**src/rtl/led_pkg.sv**
```systemverilog
// Shared definitions for the LED sequencer and the LED driver top.
package led_pkg;

    // Sequencer states
    typedef enum logic [1:0] {
        ST_IDLE  = 2'd0,
        ST_LOAD  = 2'd1,
        ST_RUN   = 2'd2,
        ST_PAUSE = 2'd3
    } led_state_e;

    // 1 s at 50 MHz
    localparam int DEF_TICK_DIV     = 50000000;
    localparam int DEF_SEL_W        = 2;
    localparam int DEF_TOGGLES      = 4;
    localparam int DEF_NUM_LEDS     = 3;

endpackage

```
**src/rtl/led_seq_ctrl_if.sv**
```systemverilog
// Control/status bundle between the button logic, the sequencer and the LED driver.
//
// Signalling: there is no valid/ready pairing on this bundle. start and stop
// are single-cycle request pulses sampled on every rising clk edge and are
// always accepted (stop wins when both are high). delay_1s, led_load_en and
// done are single-cycle pulses the receiver must consume in the cycle they
// are high; led_sel, busy and state are levels.
interface led_seq_ctrl_if #(
    parameter int SEL_W = led_pkg::DEF_SEL_W
);
    import led_pkg::*;

    logic             start;
    logic             stop;
    logic             loop_en;
    logic             delay_1s;
    logic             led_load_en;
    logic [SEL_W-1:0] led_sel;
    logic             busy;
    logic             done;
    led_state_e       state;       // sequencer state, for observation

    // Button / top side
    modport master (
        output start, stop, loop_en,
        input  delay_1s, led_load_en, led_sel, busy, done, state
    );

    // Sequencer side
    modport slave (
        input  start, stop, loop_en,
        output delay_1s, led_load_en, led_sel, busy, done, state
    );

endinterface

```
**src/rtl/tick_gen.sv**
```systemverilog
// Prescaler with count enable and synchronous clear; pulses tick while
// enabled in the terminal-count cycle.
module tick_gen
    import led_pkg::*;
#(
    parameter int TICK_DIV = DEF_TICK_DIV
) (
    input  logic clk,
    input  logic rst,
    input  logic en,
    input  logic clr,
    output logic tick
);

    localparam int           CNT_W = $clog2(TICK_DIV);
    localparam logic [CNT_W-1:0] TERM = CNT_W'(TICK_DIV - 1);

    logic [CNT_W-1:0] cnt_q;
    logic [CNT_W-1:0] cnt_d;

    // Next count: clear has priority, otherwise count and wrap at terminal
    always_comb begin
        cnt_d = cnt_q;
        if (clr) begin
            cnt_d = '0;
        end else if (en) begin
            cnt_d = (cnt_q == TERM) ? '0 : cnt_q + CNT_W'(1);
        end
    end

    // Count register
    always_ff @(posedge clk) begin
        if (rst) begin
            cnt_q <= '0;
        end else begin
            cnt_q <= cnt_d;
        end
    end

    assign tick = en && (cnt_q == TERM);

endmodule

```
**src/rtl/led_seq_ctrl.sv**
```systemverilog
// LED sequencer: walks led_sel across the LEDs, giving each a fixed number
// of 1 s toggle strobes, with single-pass or looping runs and pause/resume.
module led_seq_ctrl
    import led_pkg::*;
#(
    parameter int TICK_DIV        = DEF_TICK_DIV,
    parameter int TOGGLES_PER_LED = DEF_TOGGLES,
    parameter int NUM_LEDS        = DEF_NUM_LEDS,
    parameter int SEL_W           = DEF_SEL_W
) (
    input  logic          clk,
    input  logic          rst,
    led_seq_ctrl_if.slave bus
);

    localparam int              TOG_W    = $clog2(TOGGLES_PER_LED) + 1;
    localparam logic [TOG_W-1:0] TOG_MAX  = TOG_W'(TOGGLES_PER_LED - 1);
    localparam logic [SEL_W-1:0] SEL_LAST = SEL_W'(NUM_LEDS - 1);

    led_state_e       state_q, state_d;
    logic [SEL_W-1:0] sel_q, sel_d;
    logic [TOG_W-1:0] tog_q, tog_d;
    logic             done_q, done_d;
    logic             strobe;

    // Prescaler runs only in RUN and restarts from zero on every LOAD
    tick_gen #(
        .TICK_DIV (TICK_DIV)
    ) u_tick (
        .clk  (clk),
        .rst  (rst),
        .en   (state_q == ST_RUN),
        .clr  (state_q == ST_LOAD),
        .tick (strobe)
    );

    // Next state, toggle counter, LED index and done pulse
    always_comb begin
        state_d = state_q;
        sel_d   = sel_q;
        tog_d   = tog_q;
        done_d  = 1'b0;
        case (state_q)
            ST_IDLE: begin
                if (bus.start && !bus.stop) state_d = ST_LOAD;
            end
            ST_LOAD: begin
                sel_d   = '0;
                tog_d   = '0;
                state_d = ST_RUN;
            end
            ST_RUN: begin
                if (strobe) begin
                    if (tog_q == TOG_MAX) begin
                        tog_d = '0;
                        if (sel_q == SEL_LAST) begin
                            sel_d = '0;
                            if (!bus.loop_en) begin
                                state_d = ST_IDLE;
                                done_d  = 1'b1;
                            end
                        end else begin
                            sel_d = sel_q + SEL_W'(1);
                        end
                    end else begin
                        tog_d = tog_q + TOG_W'(1);
                    end
                end
                // A completed single pass ends in IDLE even if stop arrives on
                // that same strobe; otherwise stop parks the run in PAUSE.
                if (bus.stop && state_d == ST_RUN) state_d = ST_PAUSE;
            end
            ST_PAUSE: begin
                if (bus.start && !bus.stop) state_d = ST_RUN;
            end
            default: state_d = ST_IDLE;
        endcase
    end

    // State and counter registers
    always_ff @(posedge clk) begin
        if (rst) begin
            state_q <= ST_IDLE;
            sel_q   <= '0;
            tog_q   <= '0;
            done_q  <= 1'b0;
        end else begin
            state_q <= state_d;
            sel_q   <= sel_d;
            tog_q   <= tog_d;
            done_q  <= done_d;
        end
    end

    assign bus.delay_1s    = strobe;
    assign bus.led_load_en = (state_q == ST_LOAD);
    assign bus.led_sel     = sel_q;
    assign bus.busy        = (state_q != ST_IDLE);
    assign bus.done        = done_q;
    assign bus.state       = state_q;

endmodule

```
**src/flat_wrapper.sv**
```systemverilog
// flat-port wrapper written by rule: the top's interface ports become plain ports
module led_seq_ctrl_flat import led_pkg::*;
#(
    parameter int TICK_DIV        = DEF_TICK_DIV,
    parameter int TOGGLES_PER_LED = DEF_TOGGLES,
    parameter int NUM_LEDS        = DEF_NUM_LEDS,
    parameter int SEL_W           = DEF_SEL_W
)
  (clk, rst, bus_start, bus_stop, bus_loop_en, bus_delay_1s, bus_led_load_en, bus_led_sel, bus_busy, bus_done, bus_state);
  led_seq_ctrl_if #(.SEL_W(SEL_W)) bus_i ();
  input  logic clk;
  input  logic rst;
  input wire logic [$bits(bus_i.start)-1:0] bus_start;
  input wire logic [$bits(bus_i.stop)-1:0] bus_stop;
  input wire logic [$bits(bus_i.loop_en)-1:0] bus_loop_en;
  output wire logic [$bits(bus_i.delay_1s)-1:0] bus_delay_1s;
  output wire logic [$bits(bus_i.led_load_en)-1:0] bus_led_load_en;
  output wire logic [$bits(bus_i.led_sel)-1:0] bus_led_sel;
  output wire logic [$bits(bus_i.busy)-1:0] bus_busy;
  output wire logic [$bits(bus_i.done)-1:0] bus_done;
  output wire logic [$bits(bus_i.state)-1:0] bus_state;
  assign bus_i.start = bus_start;
  assign bus_i.stop = bus_stop;
  assign bus_i.loop_en = bus_loop_en;
  assign bus_delay_1s = bus_i.delay_1s;
  assign bus_led_load_en = bus_i.led_load_en;
  assign bus_led_sel = bus_i.led_sel;
  assign bus_busy = bus_i.busy;
  assign bus_done = bus_i.done;
  assign bus_state = bus_i.state;
  led_seq_ctrl #(.TICK_DIV(TICK_DIV), .TOGGLES_PER_LED(TOGGLES_PER_LED), .NUM_LEDS(NUM_LEDS), .SEL_W(SEL_W)) u_core (.clk(clk), .rst(rst), .bus(bus_i));
endmodule
```
**config.mk**
```make
export PLATFORM = sky130hd
export DESIGN_NAME = led_seq_ctrl_flat
export DESIGN_NICKNAME = d
export VERILOG_FILES = /design/src/rtl/led_pkg.sv /design/src/rtl/led_seq_ctrl_if.sv /design/src/rtl/tick_gen.sv /design/src/rtl/led_seq_ctrl.sv /design/src/flat_wrapper.sv
export SDC_FILE = /design/constraint.sdc
export NUM_CORES = 1
export LEC_CHECK = 0
export CORE_MARGIN = 1
export CORE_UTILIZATION = 30
export CTS_CLUSTER_SIZE = 8
export DETAILED_ROUTE_END_ITERATION = 10
export PLACE_DENSITY_LB_ADDON = 0.05
export RECOVER_POWER = 25
export SLEW_MARGIN = 20
export SYNTH_ARGS = -nofsm -noshare
export SYNTH_HDL_FRONTEND = slang
export SYNTH_HIERARCHICAL = 1
export SYNTH_SLANG_ARGS = --single-unit
```
**constraint.sdc**
```tcl
create_clock -name clk -period 3.5 [get_ports clk]
set_clock_uncertainty 0.2 [all_clocks]
set_input_delay 0.7 -clock clk [delete_from_list [all_inputs] [get_ports clk]]
set_output_delay 0.7 -clock clk [all_outputs]
set_load 0.05 [all_outputs]
```
# Word-level counts from Yosys, hierarchy flattened
# Cells that the tools add are included.
[totals]
reg_bits = 34
input_bits = 5
wordCells = 53
[op_classes]
addsub = 3
eq_ne = 11
mux = 18
bitwise = 4
reduce_logical = 12
[ops]
columns = ["operator", "n"]
rows = [
  ["$add A26 B1 Y26 const B", 1],
  ["$eq A26 B26 Y1 const B", 1],
  ["$mux W26", 1],
  ["$mux W2", 11],
  ["$eq A2 B2 Y1 const B", 4],
  ["$pmux W2 S4", 1],
  ["$mux W3", 2],
  ["$ne A2 B1 Y1 const B", 3],
  ["$pmux W3 S2", 1],
  ["$reduce_or A5 Y1", 1],
  ["$not A1 Y1", 4],
  ["$pmux W2 S2", 1],
  ["$reduce_and A2 Y1", 2],
  ["$reduce_bool A2 Y1", 2],
  ["$add A3 B1 Y3 const B", 1],
  ["$eq A3 B2 Y1 const B", 1],
  ["$logic_and A1 B1 Y1", 3],
  ["$reduce_and A3 Y1", 1],
  ["$add A2 B1 Y2 const B", 1],
  ["$eq A2 B1 Y1 const B", 1],
  ["$logic_not A2 Y1", 1],
  ["$ne A2 B2 Y1 const B", 1],
  ["$reduce_or A2 Y1", 1],
  ["$logic_not A1 Y1", 1],
  ["$mux W1", 1],
]

# Longest topological paths before layout
[logic_depth]
ltp_word = 9
ltp_mapped = 9
depth_no_buf = 7

# Modules after synthesis
# Netlist, hierarchy kept.
[by_module_without_submodules]
columns = ["module", "instances", "cells_each", "area_each_um2", "seq_area_each_um2"]
rows = [
  ["tick_gen", 1, 161, 1338.8, 520.5],
  ["led_seq_ctrl", 1, 43, 406.6, 160.2],
]

# Worst setup path after synthesis
# No wires, ideal clock.
[synth_timing]
kind = "register to register"
from = "register u_core.state_q[1], in the netlist u_core/bus.state[1]"
to = "register u_core.state_q[0], in the netlist u_core/bus.state[0]"
setup_ns = 0.136
arrival_ns = 3.797
required_ns = 3.164
slack_ns = -0.633
path_stages_with_launch = 10
n_path_buf = 2
period_less_slack_ns = 4.133
path_cell_list = "dfxtp_1 -> nor2b_1 -> buf_4 -> and4_2 -> clkbuf_1 -> nand4_1 -> nor3_1 -> nand4b_1 -> o311ai_0 -> a31oi_1"
[synth_between]
elab_cells_between_ends = 17
classes_between = "eq/ne: 6; mux: 7; reduce/logical: 4"
[synth_lines]
columns = ["item", "line_no", "source"]
rows = [
  ["start, declared", "led_seq_ctrl.sv:20", "led_state_e state_q, state_d;"],
  ["start signal, assigned", "led_seq_ctrl.sv:88", "state_q <= state_d;"],
  ["$eq A2 B2 Y1 (*)", "led_seq_ctrl.sv:32", ".en (state_q == ST_RUN),"],
  ["$logic_and A1 B1 Y1 (*)", "tick_gen.sv:40", "assign tick = en && (cnt_q == TERM);"],
  ["net bus_delay_1s", "flat_wrapper.sv:16", "output wire logic [$bits(bus_i.delay_1s)-1:0] bus_delay_1s;"],
  ["$mux W2 (*)", "led_seq_ctrl.sv:53", "if (strobe) begin"],
  ["$mux W2 (*)", "led_seq_ctrl.sv:43", "case (state_q)"],
  ["$eq A2 B2 Y1", "led_seq_ctrl.sv:71", "if (bus.stop && state_d == ST_RUN) state_d = ST_PAUSE;"],
  ["$logic_and A1 B1 Y1", "led_seq_ctrl.sv:71", ""],
  ["$mux W2 (*)", "led_seq_ctrl.sv:71", ""],
  ["$pmux W2 S4 (*)", "led_seq_ctrl.sv:43", ""],
]
# The timed path passes the listed nets; every way through them passes the cells marked *. The select of a mux whose other input is x is not followed.
# A chain may end at the register's enable or synchronous reset.

# Worst setup path in the final report
[layout_timing]
from = "register u_core.state_q[1], in the netlist u_core/bus.state[1]"
to = "output bus_delay_1s"
[layout_between]
elab_chain_cells = 2
[layout_rtl]
columns = ["item", "line_no"]
rows = [
  ["$eq A2 B2 Y1", "led_seq_ctrl.sv:32"],
  ["$logic_and A1 B1 Y1", "tick_gen.sv:40"],
  ["end, declared", "flat_wrapper.sv:16"],
]
# Every way passes these cells.

==> impl_metrics.json <==
{
  "port_buffers": 12,
  "r2r_slack_ns": 0.69,
  "endpoint": "bus_delay_1s",
  "synthArstFlopShare": 0,
  "cts-hold-fix-buffers": 0,
  "die_x_um": 78.3,
  "die_h_um": 78.3,
  "p_int_uw": 572,
  "synth_area_sq_um": 1750,
  "cts_tree": "built",
  "dr.first_iter.drc_count": 78,
  "track_usage": 0.146,
  "yosysSeqAreaShare": 0.390,
  "netlist_top_cells_area": "dfxtp_1 (39%), nand4_1 (4.7%), xor2_1 (4.5%), a21oi_1 (4.0%), or4_1 (3.9%)",
  "row_count": 27,
  "grt_pass1_wl_um": 7070,
  "netlist_instances": 204,
  "cts_made_buffers": 5,
  "vdd_drop_max_v": 0.000145,
  "clockRootBuffer": "clkbuf_8",
  "pwr-share-comb": 0.083,
  "rsz0062_at_grt": "false",
  "yosys.area.top_type": "dfxtp_1",
  "wirelength_um": 4020,
  "layout_min_cycle_time_ns": 3.10,
  "syn_to_final_growth_pct": 16.8,
  "cts.path.max_buffers": 2,
  "leakagePower_uw": 0.000649,
  "critPathLaunchType": "flop",
  "ios": 13,
  "swShare": 0.237,
  "wl_per_cell_um": 13.9,
  "synth_cell_types": 47,
  "vias": 1560,
  "startpoint": "u_core/bus.state[1]$_SDFFE_PP0P_",
  "seqPwrFrac": 0.529,
  "antenna_left": 0,
  "start_util": 0.315,
  "syn-num-nets": 212,
  "fmax_ghz": 0.322,
  "fin_area_sq_um": 2040,
  "required_ns": 2.60,
  "path_class": "reg2out",
  "layout-drive-gt1-share": 0.0876,
  "dp_hpwl_um": 3000,
  "layout.nets": 224,
  "grt_max_degree": 17,
  "setup_viol": 0,
  "grt_overflow_total": 0,
  "grt_pass1_vias": 1508,
  "hold_class": "reg2reg",
  "yosysWarningCount": 6,
  "crit_fanout": 9,
  "place_area_sq_um": 1950,
  "synth_ff_type": "dfxtp_1",
  "viasPerCell": 5.40,
  "cts_resized": 0,
  "slew_headroom": 0.505,
  "cts_sinks": 34,
  "final_common_cell": "dfxtp_1",
  "final_cell_mix": "dfxtp_1 (34), nor2_1 (16), nand2_1 (15), a21oi_1 (14), nand4_1 (13)",
  "final_hold_viol_count": 0,
  "status": "completed",
  "cp.arrival_ns": 2.20,
  "cts.clk_slew.worst_paths_ns": 0.07,
  "setup_tns_ns": 0,
  "end_kind": "output pin",
  "post-route-period-util": 0.887,
  "first_pass_iters": 5,
  "synth_edf_count": 0,
  "synth-seq-cells": 34,
  "timing.hold.ws_ns": 0.272,
  "finalMaxSlewViolations": 0,
  "htreeDepth": 2,
  "routabilityCongestion": 0.781,
  "timing.rr.end": "u_core/u_tick/cnt_q[17]$_SDFFE_PP0P_",
  "die_area_sq_um": 6130,
  "core_sq_um": 5540,
  "diodes": 0,
  "antenna_found_initial": 0,
  "synth_top_area_share": 0.390,
  "postCtsSetupBuffers": 0,
  "worstRegToRegCells": 6,
  "worstMarginPinSlew_ns": 0.738,
  "maxCapViolCount": 0,
  "pwr-share-clk": 0.388,
  "p_switching_uw": 178,
  "syn_area_per_cell_sq_um": 8.56,
  "p_per_area_nw_per_um2": 368,
  "clk_latency_ns": 0.28,
  "r2r-start": "u_core/bus.state[1]$_SDFFE_PP0P_",
  "drc": 0
}
-- layout make-up --
class	instances	area, sq um
fill	591	3500
inverter	5	18.8
multi-input combinational	156	1010
clock buffer	7	86.3
timing repair buffer	14	145
clock inverter	1	5.00
sequential	34	681
tap	72	90.1
-- worst max-delay path: stages (launching register included) --
cell and delay [ns]:
dfxtp_1 0.44, nor2b_1 0.36, and4_1 0.40, nand4_1 0.18, nor3_4 0.35, buf_12 0.19
-- power groups by stage --
stage / Clock, uW / Combinational, uW / Sequential (uW)
finish: 291 / 62.2 / 397
global route: 324 / 67.3 / 397
CTS: 306 / 63.4 / 396
detailed placement: 0 / 63.1 / 405
global placement: 0 / 62.5 / 405
floorplan: 0 / 35.7 / 411
-- how the worst min path moves through the flow --
stage / from / end / slack, ns / depth (start not counted)
finish: u_core/tog_q[1]$_SDFFE_PP0P_ / u_core/tog_q[1]$_SDFFE_PP0P_ / 0.27 / 2
global route: u_core/tog_q[1]$_SDFFE_PP0P_ / u_core/tog_q[1]$_SDFFE_PP0P_ / 0.31 / 2
CTS: u_core/tog_q[1]$_SDFFE_PP0P_ / u_core/tog_q[1]$_SDFFE_PP0P_ / 0.28 / 2
detailed placement: u_core/tog_q[1]$_SDFFE_PP0P_ / u_core/tog_q[1]$_SDFFE_PP0P_ / 0.26 / 2
global placement: u_core/tog_q[1]$_SDFFE_PP0P_ / u_core/tog_q[1]$_SDFFE_PP0P_ / 0.27 / 2
floorplan: u_core/tog_q[1]$_SDFFE_PP0P_ / u_core/tog_q[1]$_SDFFE_PP0P_ / 0.24 / 2
-- layer usage --
layer,vias to the layer above,part of all wire,track usage
met1,734,0.50,0.201
met3,6,0.051,0.0360
met2,25,0.44,0.224
met5,-,0,0
li1,795,-,-
met4,0,0.0095,0.0444
-- flip-flops by register name, summed over array words and instances, names as in the netlist --
| register | flops |
|---|---|
| u_core/bus.done | 1 |
| u_core/bus.led_sel | 2 |
| u_core/bus.state | 2 |
| u_core/tog_q | 3 |
| u_core/u_tick/cnt_q | 26 |
-- logic make-up after synthesis --
| family | count (synthesis) | synth area share |
|---|---|---|
| and+or+nand+nor | 103 | 0.350 |
| AOI/OAI and AO/OA | 36 | 0.132 |
| DFF | 34 | 0.390 |
| buffers and inverters | 14 | 0.0358 |
| xor gates and xnor gates | 13 | 0.0652 |
| adders and majority gates | 3 | 0.0215 |
| muxes | 1 | 0.00573 |
-- synth_stat cells, drive strengths merged, types with 2 or more instances --
| library cell | instances |
|---|---|
| a21oi | 14 |
| nand2b | 4 |
| nand4 | 14 |
| and2 | 2 |
| xnor2 | 4 |
| or3 | 8 |
| nand3 | 9 |
| nand2 | 15 |
| nor4 | 6 |
| o22ai | 2 |
| o21ai | 5 |
| inv | 5 |
| nand3b | 2 |
| or2 | 2 |
| or4 | 9 |
| xor2 | 9 |
| dfxtp | 34 |
| buf | 5 |
| and3 | 2 |
| nor2 | 16 |
| nor3 | 3 |
| o31ai | 7 |
| ha | 3 |
| o2111ai | 2 |
| a21o | 2 |
| and4 | 4 |
| clkbuf | 4 |
-- per-stage QoR --
| stage | instances | total power (uW) | util | setup slack [ns] |
|---|---|---|---|---|
| after floorplan | 204 | 446 | - | 0.252 |
| after global placement | 281 | 468 | 0.352 | 0.762 |
| after detailed placement | 281 | 469 | 0.352 | 0.711 |
| after CTS | 289 | 766 | 0.368 | 0.411 |
| after global routing | 289 | 788 | 0.368 | 0.175 |
| final | 289 | 750 | 0.368 | 0.397 |
Note: power is estimated with default switching activity, not from simulation.
